## config.mk

```make
export PLATFORM = sky130hd
export DESIGN_NAME = pbch_descrambler
export DESIGN_NICKNAME = d
export VERILOG_FILES = /design/src/rtl/pbch_descrambler_pkg.sv /design/src/rtl/pbch_descrambler_gold_seq_gen.sv /design/src/rtl/pbch_descrambler.sv
export SDC_FILE = /design/constraint.sdc
export NUM_CORES = 1
export LEC_CHECK = 0
export ABC_AREA = 1
export BUFFER_PORTS_ARGS = -buffer_cell sky130_fd_sc_hd__clkbuf_2
export CAP_MARGIN = 20
export CORE_AREA = 5 5 106 108
export DETAILED_ROUTE_END_ITERATION = 7
export DIE_AREA = 0 0 111 113
export PLACE_DENSITY = 0.62
export SYNTH_ARGS = -nofsm -noshare
export SYNTH_HDL_FRONTEND = slang
export SYNTH_SLANG_ARGS = --single-unit
```

## constraint.sdc

```tcl
create_clock -name clk -period 2.6 [get_ports clk]
set_clock_uncertainty 0.15 [all_clocks]
set_input_delay 0.13 -clock clk [delete_from_list [all_inputs] [get_ports clk]]
set_output_delay 0.13 -clock clk [all_outputs]
set_load 0.02 [all_outputs]
```

## src/rtl/pbch_descrambler_pkg.sv

```systemverilog
// Shared postFFT definitions: PBCH block constants, descrambler state type and
// the Gold-sequence LFSR tap steps used by every descrambler in the chain.
package pbch_descrambler_pkg;

    localparam int PBCH_M_BIT = 864;
    localparam int GOLD_NC    = 1600;

    typedef enum logic [1:0] {
        ST_IDLE,
        ST_WARMUP,
        ST_STREAM
    } pbch_state_t;

    // x[0] is x(n); the new bit x(n+31) enters at the top as the register shifts right
    function automatic logic [30:0] gold_x1_step(input logic [30:0] x);
        return {x[3] ^ x[0], x[30:1]};
    endfunction

    function automatic logic [30:0] gold_x2_step(input logic [30:0] x);
        return {x[3] ^ x[2] ^ x[1] ^ x[0], x[30:1]};
    endfunction

endpackage

```

## src/rtl/pbch_descrambler_gold_seq_gen.sv

```systemverilog
// NR Gold-sequence generator: loadable x1/x2 LFSR pair, one step per enabled
// cycle, current sequence bit c = x1(n) ^ x2(n).
module gold_seq_gen
    import pbch_descrambler_pkg::*;
(
    input  logic        clk,
    input  logic        rst,
    input  logic        load,
    input  logic        step,
    input  logic [30:0] c_init,
    output logic        c
);

    logic [30:0] x1;
    logic [30:0] x2;

    // load wins over step so a restart always begins from a clean seed
    always_ff @(posedge clk or negedge rst) begin
        if (!rst) begin
            x1 <= '0;
            x2 <= '0;
        end else if (load) begin
            x1 <= 31'h1;
            x2 <= c_init;
        end else if (step) begin
            x1 <= gold_x1_step(x1);
            x2 <= gold_x2_step(x2);
        end
    end

    assign c = x1[0] ^ x2[0];

endmodule

```

## src/rtl/pbch_descrambler.sv

```systemverilog
// Bit-serial PBCH descrambler: warms the Gold sequence up to NC + v*M_BIT,
// then XORs M_BIT accepted input bits with c(n) into a registered serial output.
module pbch_descrambler
    import pbch_descrambler_pkg::*;
#(
    parameter int M_BIT     = PBCH_M_BIT,
    parameter int NC        = GOLD_NC,
    parameter int V_WIDTH   = 3,
    parameter int CID_WIDTH = 10
) (
    input  logic                 clk,
    input  logic                 rst,
    input  logic                 start,
    input  logic [CID_WIDTH-1:0] cell_id,
    input  logic [V_WIDTH-1:0]   v,
    input  logic                 serial_in,
    input  logic                 in_valid,
    output logic                 in_ready,
    output logic                 serial_out,
    output logic                 out_valid,
    output logic                 done,
    output logic                 busy
);

    pbch_state_t state;
    logic [13:0] wcnt;
    logic [9:0]  bcnt;
    logic [13:0] w_init;
    logic        accept;
    logic        last_bit;
    logic        c;

    assign accept   = (state == ST_STREAM) && in_valid;
    assign last_bit = (bcnt == 10'(M_BIT - 1));
    assign w_init   = 14'(NC) + 14'(v) * 14'(M_BIT);
    assign in_ready = (state == ST_STREAM);
    assign busy     = (state != ST_IDLE);

    gold_seq_gen u_gold (
        .clk    (clk),
        .rst    (rst),
        .load   (start),
        .step   ((state == ST_WARMUP) || accept),
        .c_init (31'(cell_id)),
        .c      (c)
    );

    // The output path runs independently of start, so a bit accepted on the
    // restart cycle (including the final one, with its done) is still emitted.
    always_ff @(posedge clk or negedge rst) begin
        if (!rst) begin
            state      <= ST_IDLE;
            wcnt       <= '0;
            bcnt       <= '0;
            serial_out <= 1'b0;
            out_valid  <= 1'b0;
            done       <= 1'b0;
        end else begin
            out_valid <= accept;
            done      <= accept && last_bit;
            if (accept) begin
                serial_out <= serial_in ^ c;
            end
            if (start) begin
                state <= ST_WARMUP;
                wcnt  <= w_init;
                bcnt  <= '0;
            end else begin
                case (state)
                    ST_WARMUP: begin
                        wcnt <= wcnt - 14'd1;
                        if (wcnt == 14'd1) begin
                            state <= ST_STREAM;
                        end
                    end
                    ST_STREAM: begin
                        if (in_valid) begin
                            if (last_bit) begin
                                bcnt  <= '0;
                                state <= ST_IDLE;
                            end else begin
                                bcnt <= bcnt + 10'd1;
                            end
                        end
                    end
                    default: begin
                    end
                endcase
            end
        end
    end

endmodule
```

==> impl_metrics.env, run 1 <==
export IMPL_slowest_delay_ps=550
export IMPL_rows=37
export IMPL_synth_distinct_cells=34
export IMPL_crit_top_cell="nand3_1"
export IMPL_synthXorXnorAreaFrac_pct=2.15
export IMPL_first_global_vias=3363
export IMPL_ys_ff_latch=91
export IMPL_pre_cts_ws_ps=178
export IMPL_ir_drop_v=0.000323
export IMPL_clock_power_share_pct=28.9
export IMPL_crit_family="adder cells"
export IMPL_crit_fanout=3
export IMPL_cts_htree_levels=3
export IMPL_synth_mux_area_share_pct=0
export IMPL_worstPathRequired_ps=2690
export IMPL_multiInputGateArea_sq_um=1760
export IMPL_maxSlewHeadroom_pct=65.4
export IMPL_tritoncts="yes"
export IMPL_antenna_found_initial=0
export IMPL_p_sw_share_pct=31.8
export IMPL_clk_latency_ps=350
export IMPL_drc=0
export IMPL_setup_ws_ps=225
export IMPL_rsz0062_at_grt="no"
export IMPL_drt_initial_drc_count=151
export IMPL_layout_area_seq_sq_um=2280
export IMPL_grt_max_degree=92
export IMPL_syn_area_sq_um=4490
export IMPL_cp_arrival_ps=2460
export IMPL_syn_area_per_cell_sq_um=9.03
export IMPL_worstSetupStartpointType="primary input"
export IMPL_synth_cells=497
export IMPL_p_sw_mw=1.06
export IMPL_synth_top_family_by_area="compound AO/OA/AOI/OAI gates"
export IMPL_fin_cells=677
export IMPL_finalCriticalPeriod_ps=2380
export IMPL_overflow=0
export IMPL_firstDrtPassIters=4
export IMPL_avgViaCountPerCell=5.06
export IMPL_tightest_slew_ps=517
export IMPL_num_vias=3424
export IMPL_p_leak_nw=2.28
export IMPL_postCtsSetupBuffers=0
export IMPL_cts_made_buffers=9
export IMPL_hp_class="in -> reg"
export IMPL_layout_drive_gt1_share_pct=14.0
export IMPL_status="finished, final reports clean"
export IMPL_die_h_um=113
export IMPL_cts_root_buf="clkbuf_8"
export IMPL_die_w_um=111
export IMPL_ys_warn_count=0
export IMPL_maxClockFrequency_mhz=421
export IMPL_yosys_area_share_simple_pct=15.4
export IMPL_dpl_cell_count=646
export IMPL_dieArea_sq_um=12500
export IMPL_p_comb_share_pct=22.2
export IMPL_setup_viol=0
export IMPL_path_depth=12
export IMPL_final_common_cell="dfrtp_1"
export IMPL_initial_core_util_pct=44.2
export IMPL_antenna_cells=0
export IMPL_layout_common_cells="91 x dfrtp_1, 86 x inv_1, 69 x nand2_1"
export IMPL_whs_path_depth=3
export IMPL_critical_path_class="in -> reg"
export IMPL_area_delta_synth_final_pct=13.4
export IMPL_ff2ff_path_depth=8
export IMPL_drtAntennaViolNets=0
export IMPL_path_cells="dlygate4sd3_1 -> clkbuf_2 -> ha_1 -> inv_1 -> fa_1 -> nor2_1 -> nor2_1 -> nand3_1 -> nand2_1 -> nand3_1 -> nand3_1 -> nand2_1"
export IMPL_synth_area_leaders="dfrtp_1 51%, inv_1 7.2%, nand2_1 5.8%, o22ai_2 5.6%, o22ai_1 5.3%"
export IMPL_wl_per_cell_um=12.8
export IMPL_path_buf_inv=3
export IMPL_setup_tns_ps=0
export IMPL_hold_viol=0
export IMPL_track_usage_pct=14.4
export IMPL_synthAdderAreaFrac_pct=3.51
export IMPL_syn_nets=527
export IMPL_fin_nets=566
export IMPL_power_density_nw_per_um2=654
export IMPL_clk_pin_slew_worst_paths_ps=90
export IMPL_yosys_area_top_type="dfrtp_1"
export IMPL_cap_violations=0
export IMPL_gp_congestion=0.833
export IMPL_netlist_area_leader_share_pct=50.8
export IMPL_worst_path_max_delay_cell="fa_1"
export IMPL_p_int_mw=2.27
export IMPL_maxSlewViolCount=0
export IMPL_core_area_sq_um=10100
export IMPL_cts_max_path_buffers=2
export IMPL_post_route_period_util_pct=91.4
export IMPL_io_buffers=22
export IMPL_nFillCells=967
export IMPL_hpwl_um=5830
export IMPL_io_pins=23
export IMPL_p_seq_share_pct=48.9
export IMPL_cts_sinks=91
export IMPL_yosysSeqAreaShare_pct=50.8
export IMPL_synth_compound_area_share_pct=18.2
export IMPL_totalWireLength_um=8650
export IMPL_cp_end_kind="flop"
export IMPL_grt_pass1_wl_um=15200
==> power by group through the flow <==
stage	Combinational [mW]	Clock, mW	Sequential, mW
finish	0.738	0.963	1.63
detailed placement	0.720	0	1.65
floorplan	0.544	0	1.64
global route	0.846	1.05	1.65
global placement	0.707	0	1.65
CTS	0.743	0.998	1.63
==> kinds of logic after synthesis <==
family                     after synthesis
DFF                                     91
xor gates and xnor gates                11
AOI/OAI and AO/OA                      117
adders and majority gates               12
buffers and inverters                  108
and+or+nand+nor                        158
==> cell usage after synthesis (all sizes together) <==
| master | instances |
|---|---|
| o211ai | 1 |
| nand3b | 4 |
| a32oi | 1 |
| nor2 | 48 |
| nand4 | 2 |
| dfrtp | 91 |
| o311ai | 2 |
| buf | 15 |
| nor3 | 6 |
| xnor2 | 6 |
| fa | 1 |
| nor4 | 1 |
| a31oi | 4 |
| a21oi | 25 |
| o21a | 3 |
| ha | 11 |
| o21ai | 20 |
| and2 | 1 |
| nand2 | 72 |
| inv | 91 |
| o22ai | 58 |
| nand3 | 24 |
| o21bai | 2 |
| xor2 | 5 |
| clkbuf | 2 |
| a22oi | 1 |
==> worst min-delay path, cell delays in order <==
cell and delay, ps:
clkbuf_2 130, ha_1 240, o211ai_1 100
==> area by class of cell <==
class	instances	area share (%)
Tap cell	136	3.35
Timing Repair Buffer	45	6.59
Sequential cell	91	44.8
Clock buffer	11	2.78
Multi-Input combinational cell	298	34.6
Clock inverter	5	1.18
Inverter	91	6.72
==> what timing repair did <==
| action | in CTS | in global routing |
|---|---|---|
| hold buffers | 15 | 0 |
| endpoints found under the hold margin | 105 | 0 |
| gates resized for setup | 0 | 0 |
==> worst paths after layout <==
kind / start / end / slack [ps]
worst max-delay path: v[0] / wcnt[12] / 220
worst min-delay path: v[1] / wcnt[6] / 140
worst max register to register: state[0] / u_gold.x1[2] / 570
worst min register to register: serial_out / serial_out / 340
max in group asynchronous: rst / u_gold.x1[1] / 1730
min in group asynchronous: rst / wcnt[5] / 200
==> sequential cells by signal, indices dropped and copies added, names as in the netlist <==
signal / count
serial_out: 1
u_gold.x1: 31
wcnt: 14
out_valid: 1
state: 2
done: 1
u_gold.x2: 31
bcnt: 10
==> metrics by stage <==
stage / hold WS, ps / utilization (%) / total power, mW / instance area [sq um]
floorplan: -316 / - / 2.18 / 4490
global placement: 60.1 / 46.7 / 2.36 / 4730
detailed placement: 63.8 / 46.7 / 2.37 / 4730
CTS: 121 / 50.2 / 3.37 / 5090
global route: 189 / 50.2 / 3.54 / 5090
finish: 142 / 50.2 / 3.33 / 5090
==> metal layers <==
layer / vias to the layer above / GRT usage [%] / part of all wire (%)
met5: - / 0 / 0
met3: 9 / 3.96 / 4.3
li1: 1719 / - / -
met1: 1646 / 18.4 / 47
met4: 0 / 2.96 / 1.2
met2: 50 / 24.9 / 48
(Power assumes the default switching activity.)
==> run 2: changes to the inputs <==
Settings changed: ABC_AREA 1 to default, CORE_AREA 5 5 106 108 to 5 5 103 105, DIE_AREA 0 0 111 113 to 0 0 108 110.
==> impl_metrics.env, run 2 <==
export IMPL_clk_pin_slew_worst_paths_ps=100
export IMPL_nFillCells=908
export IMPL_total_power_mw=2.91
export IMPL_io_buffers=22
export IMPL_synth_area_leaders="dfrtp_1 54%, a22o_1 10%, xnor2_1 3.5%, ha_1 3.3%, mux2i_1 2.8%"
export IMPL_status="finished, final reports clean"
export IMPL_worstSetupStartpointType="primary input"
export IMPL_multiInputGateArea_sq_um=1760
export IMPL_clk_latency_ps=340
export IMPL_min_to="serial_out"
export IMPL_rrSetupSlack_ps=470
export IMPL_cts_max_path_buffers=2
export IMPL_finalCriticalPeriod_ps=2270
export IMPL_firstDrtPassIters=4
export IMPL_totalWireLength_um=7640
export IMPL_hp_class="in -> reg"
export IMPL_power_density_nw_per_um2=605
export IMPL_yosysSeqAreaShare_pct=53.8
export IMPL_hold_viol=0
export IMPL_p_leak_nw=2.24
export IMPL_synth_distinct_cells=48
export IMPL_layout_drive_gt1_share_pct=12.8
export IMPL_syn_nets=413
export IMPL_cts_sinks=91
export IMPL_grt_max_degree=57
export IMPL_layout_area_seq_sq_um=2280
export IMPL_rows=36
export IMPL_cts_made_buffers=9
export IMPL_rr_startpoint="state[1]"
export IMPL_post_route_period_util_pct=87.4
export IMPL_die_h_um=110
export IMPL_synth_edf_count=0
export IMPL_first_global_vias=2945
export IMPL_fin_cells=555
export IMPL_synth_cells=383
export IMPL_cp_arrival_ps=2410
export IMPL_cap_violations=0
export IMPL_ys_ff_latch=91
export IMPL_dpl_cell_count=526
export IMPL_grt_pass1_wl_um=13500
export IMPL_tightest_slew_ps=696
export IMPL_rr_endpoint="wcnt[12]"
export IMPL_gp_congestion=0.756
export IMPL_dieArea_sq_um=11900
export IMPL_maxSlewViolCount=0
export IMPL_ys_warn_count=0
export IMPL_met1_length_um=3770
export IMPL_worstPathRequired_ps=2740
export IMPL_cp_end_kind="flop"
export IMPL_maxSlewHeadroom_pct=53.6
export IMPL_layout_common_cells="91 x dfrtp_1, 50 x a22o_1, 29 x nand2_1"
export IMPL_antenna_found_initial=0
export IMPL_hpwl_um=4990
export IMPL_area_delta_synth_final_pct=13.7
export IMPL_drc=0
export IMPL_cts_htree_levels=3
export IMPL_num_vias=2916
export IMPL_top_layer="met4"
export IMPL_maxClockFrequency_mhz=440
export IMPL_netlist_area_leader_share_pct=53.8
export IMPL_track_usage_pct=14.1
export IMPL_avgViaCountPerCell=5.25
export IMPL_syn_area_sq_um=4230
export IMPL_crit_fanout=4
export IMPL_ys_flop_type="dfrtp_1"
export IMPL_die_w_um=108
export IMPL_final_common_cell="dfrtp_1"
export IMPL_final_core_util_pct=50.4
export IMPL_hold_path_startpoint="serial_in"
export IMPL_setup_viol=0
export IMPL_wl_met2_um=3630
export IMPL_tritoncts="yes"
export IMPL_overflow=0
export IMPL_drt_initial_drc_count=136
export IMPL_cts_root_buf="clkbuf_8"
export IMPL_whs_path_depth=4
export IMPL_dr_wl_met3_um=176
export IMPL_reg_top3="u_gold.x1: 31 flops, u_gold.x2: 31 flops, wcnt: 14 flops"
export IMPL_yosysMostFrequentCell="dfrtp_1"
export IMPL_initial_core_util_pct=44.3
export IMPL_postCtsSetupBuffers=0
export IMPL_yosys_area_top_type="dfrtp_1"
export IMPL_fin_nets=447
export IMPL_io_pins=23
export IMPL_synthArstFlopShare_pct=100
export IMPL_antenna_cells=0
export IMPL_core_area_sq_um=9550
export IMPL_synth_common_cells="91 x dfrtp_1, 50 x a22o_1, 29 x nand2_1"
export IMPL_drtAntennaViolNets=0
export IMPL_wl_per_cell_um=13.8
export IMPL_syn_area_per_cell_sq_um=11.1
export IMPL_cts_resized_gates=0
export IMPL_rsz0062_at_grt="no"
export IMPL_ff2ff_path_depth=5
export IMPL_ir_drop_v=0.000331
export IMPL_critical_path_class="in -> reg"
export IMPL_setup_tns_ps=0
-- run 2: cell type report --
class	instances	area share, %
repair buffers	46	7.54
multi-input cells	255	36.6
well taps	133	3.46
flip-flops and latches	91	47.3
inverters	14	1.09
clock buffers	10	2.86
clock inverters	6	1.12
-- run 2: routing by layer --
metal | global-route usage, % | up-vias
met1 | 19.2 | 1425
met5 | 0 | -
met4 | 3.79 | 0
met3 | 2.74 | 6
li1 | - | 1439
met2 | 23.1 | 46
-- run 2: how the worst max path moves through the flow --
stage          cells after the start  slack [ps]  from  endpoint
5_1_grt                           11         220  v[1]  wcnt[13]
4_1_cts                           11         320  v[1]  wcnt[13]
6_report                          11         330  v[1]  wcnt[13]
2_1_floorplan                     11         240  v[1]  wcnt[13]
3_3_place_gp                      11          90  v[1]  wcnt[13]
3_5_place_dp                      11         -50  v[1]  wcnt[13]
-- run 2: worst max-delay path, cell delays in order --
cell,delay [ps]
clkbuf_2,120
inv_1,50
ha_1,280
inv_1,60
ha_1,150
inv_1,50
fa_1,410
or3b_1,390
nand3_1,140
nor4b_1,390
o32a_1,230
-- run 2: timing repair --
action,4_1_cts,5_1_grt
hold endpoints to repair,69,0
hold buffers,13,0
setup endpoints to repair,0,0
-- run 2: power breakdown --
group / switching, mW / total, mW / internal [mW]
clock: 0.522 / 0.916 / 0.395
sequential: 0.0723 / 1.57 / 1.49
combinational: 0.227 / 0.426 / 0.199
-- run 2: logic make-up (layout without fill, tap and decap cells) --
logic type      Yosys count  in the layout  synth area share, %
simple gates            104            104                 12.5
buf+inv                  37             76                 4.70
mux                      12             12                 2.84
flops                    91             91                 53.8
fa+ha+maj                12             12                 3.72
xor+xnor                 25             25                 5.17
compound gates          102            102                 17.3
-- run 2: through the flow --
| step | hold slack (ps) | instance area (sq um) | worst slack, ps |
|---|---|---|---|
| floorplan | -316 | 4230 | 238 |
| global route | 30.4 | 4810 | 221 |
| detailed placement | 75.5 | 4490 | -47.4 |
| CTS | 14.9 | 4810 | 319 |
| global placement | 78.3 | 4490 | 91.0 |
| finish | 20.1 | 4810 | 328 |
==> run 3: changes to the inputs <==
Settings changed: PLACE_DENSITY 0.62 to default, SLEW_MARGIN from default to 10.
==> impl_metrics.env, run 3 (synthesis results as in run 2) <==
export IMPL_status="finished, final reports clean"
export IMPL_power_density_nw_per_um2=616
export IMPL_reg_top3="u_gold.x1: 31 flops, u_gold.x2: 31 flops, wcnt: 14 flops"
export IMPL_antenna_found_initial=0
export IMPL_layout_drive_gt1_share_pct=13.1
export IMPL_overflow=0
export IMPL_p_comb_share_pct=14.4
export IMPL_rsz0062_at_grt="no"
export IMPL_crit_family="simple AND/OR/NAND/NOR gates"
export IMPL_grt_pass1_wl_um=13700
export IMPL_drtAntennaViolNets=0
export IMPL_final_common_cell="dfrtp_1"
export IMPL_core_area_sq_um=9550
export IMPL_postCtsSetupBuffers=0
export IMPL_tritoncts="yes"
export IMPL_hpwl_um=5140
export IMPL_rows=36
export IMPL_ir_drop_v=0.000279
export IMPL_die_h_um=110
export IMPL_fin_nets=445
export IMPL_grt_busiest_layer="met2"
export IMPL_initial_core_util_pct=44.3
export IMPL_cts_htree_levels=3
export IMPL_post_route_period_util_pct=93.7
export IMPL_crit_fanout=3
export IMPL_met2_usage_pct=22.8
export IMPL_first_global_vias=2810
export IMPL_hold_viol=0
export IMPL_grtUsageMet3_pct=2.62
export IMPL_tightest_slew_ps=520
export IMPL_p_int_mw=2.16
export IMPL_antenna_cells=0
export IMPL_total_power_mw=2.96
export IMPL_cts_made_buffers=9
export IMPL_worstSetupStartpointType="primary input"
export IMPL_area_delta_synth_final_pct=13.4
export IMPL_finalCriticalPeriod_ps=2440
export IMPL_maxClockFrequency_mhz=410
export IMPL_hold_path_startpoint="in_valid"
export IMPL_path_buf_inv=3
export IMPL_cts_sinks=91
export IMPL_layout_common_cells="91 x dfrtp_1, 50 x a22o_1, 29 x nand2_1"
export IMPL_path_cells="dlygate4sd3_1 -> clkbuf_2 -> ha_1 -> inv_1 -> fa_1 -> or3b_1 -> nand3_1 -> nor4b_2 -> o32a_1"
export IMPL_clk_pin_slew_worst_paths_ps=90
export IMPL_die_w_um=108
export IMPL_p_sw_mw=0.801
export IMPL_wl_per_cell_um=14.1
export IMPL_firstDrtPassIters=4
export IMPL_cts_max_path_buffers=2
export IMPL_cp_arrival_ps=2590
export IMPL_whs_path_depth=4
export IMPL_num_vias=2923
export IMPL_setup_tns_ps=0
export IMPL_min_to="state[1]"
export IMPL_gp_congestion=0.762
export IMPL_hp_class="in -> reg"
export IMPL_ff2ff_path_depth=7
export IMPL_avgViaCountPerCell=5.30
export IMPL_p_seq_share_pct=53.0
export IMPL_totalWireLength_um=7770
export IMPL_io_buffers=22
export IMPL_cap_violations=0
export IMPL_grt_max_degree=57
export IMPL_setup_viol=0
export IMPL_clock_power_share_pct=32.6
export IMPL_slowest_delay_ps=540
export IMPL_worst_path_max_delay_cell="dlygate4sd3_1"
export IMPL_p_sw_share_pct=27.1
export IMPL_cts_root_buf="clkbuf_8"
export IMPL_drt_initial_drc_count=112
export IMPL_maxSlewHeadroom_pct=65.3
export IMPL_rr_endpoint="u_gold.x1[24]"
export IMPL_rr_startpoint="state[0]"
export IMPL_p_leak_nw=2.21
export IMPL_clk_latency_ps=350
export IMPL_cp_end_kind="flop"
export IMPL_worstPathRequired_ps=2750
export IMPL_dieArea_sq_um=11900
export IMPL_maxSlewViolCount=0
export IMPL_io_pins=23
export IMPL_use_met1_pct=20.2
export IMPL_drc=0
export IMPL_rrSetupSlack_ps=270
export IMPL_track_usage_pct=14.6
export IMPL_critical_path_class="in -> reg"
==> run 3: through the flow <==
step                utilization (%)  area (sq um)  std cells  worst slack (ps)  hold slack [ps]
finish                         50.3          4800        552               163             33.1
global route                   50.3          4800        552              6.74             73.3
CTS                            50.2          4790        552              39.9             22.7
detailed placement             46.8          4470        525              27.6            -4.98
global placement               46.8          4470        525              80.9            -9.28
floorplan                         -          4230        383               238             -316
==> run 3: power by group through the flow <==
stage               logic (mW)  clock network [mW]  registers [mW]
floorplan                0.298                   0            1.58
global placement         0.402                   0            1.59
detailed placement       0.409                   0            1.59
CTS                      0.428               0.997            1.57
global route             0.484                1.05            1.58
finish                   0.426               0.966            1.57
==> run 3: area by class of cell <==
type,instances,area [sq um]
clock inverter,5,61.3
fill,922,4750
tap,133,166
inverter,14,52.6
timing repair buffer,44,333
sequential,91,2280
multi-input combinational,255,1770
clock buffer,10,138
==> run 3: worst max path at each step <==
stage	from	endpoint	slack, ps	depth (start not counted)
after global routing	v[0]	wcnt[13]	7	9
final	v[0]	wcnt[13]	160	9
after floorplan	v[1]	wcnt[13]	240	11
after global placement	v[1]	wcnt[13]	80	11
after CTS	v[0]	wcnt[13]	40	9
after detailed placement	v[1]	wcnt[13]	30	11
==> run 3: what timing repair did <==
item                                    4_1_cts  5_1_grt
endpoints found under the setup margin        0        3
hold buffers                                 12        0
gates resized for setup                       0        3
hold endpoints to repair                     48        0
==> run 3: layer usage <==
metal / part of all wire, % / wire length (um)
met4: 1.2 / 93
met3: 2.4 / 184
met2: 47 / 3630
met5: 0 / 0
met1: 50 / 3860
==> run 3: worst register-to-register path, delay by kind of cell, from the launching register on <==
kind	cells	cell delay [ps]
buffers and inverters	2	670
AOI/OAI and AO/OA	1	230
DFF	1	430
and+or+nand+nor	4	800
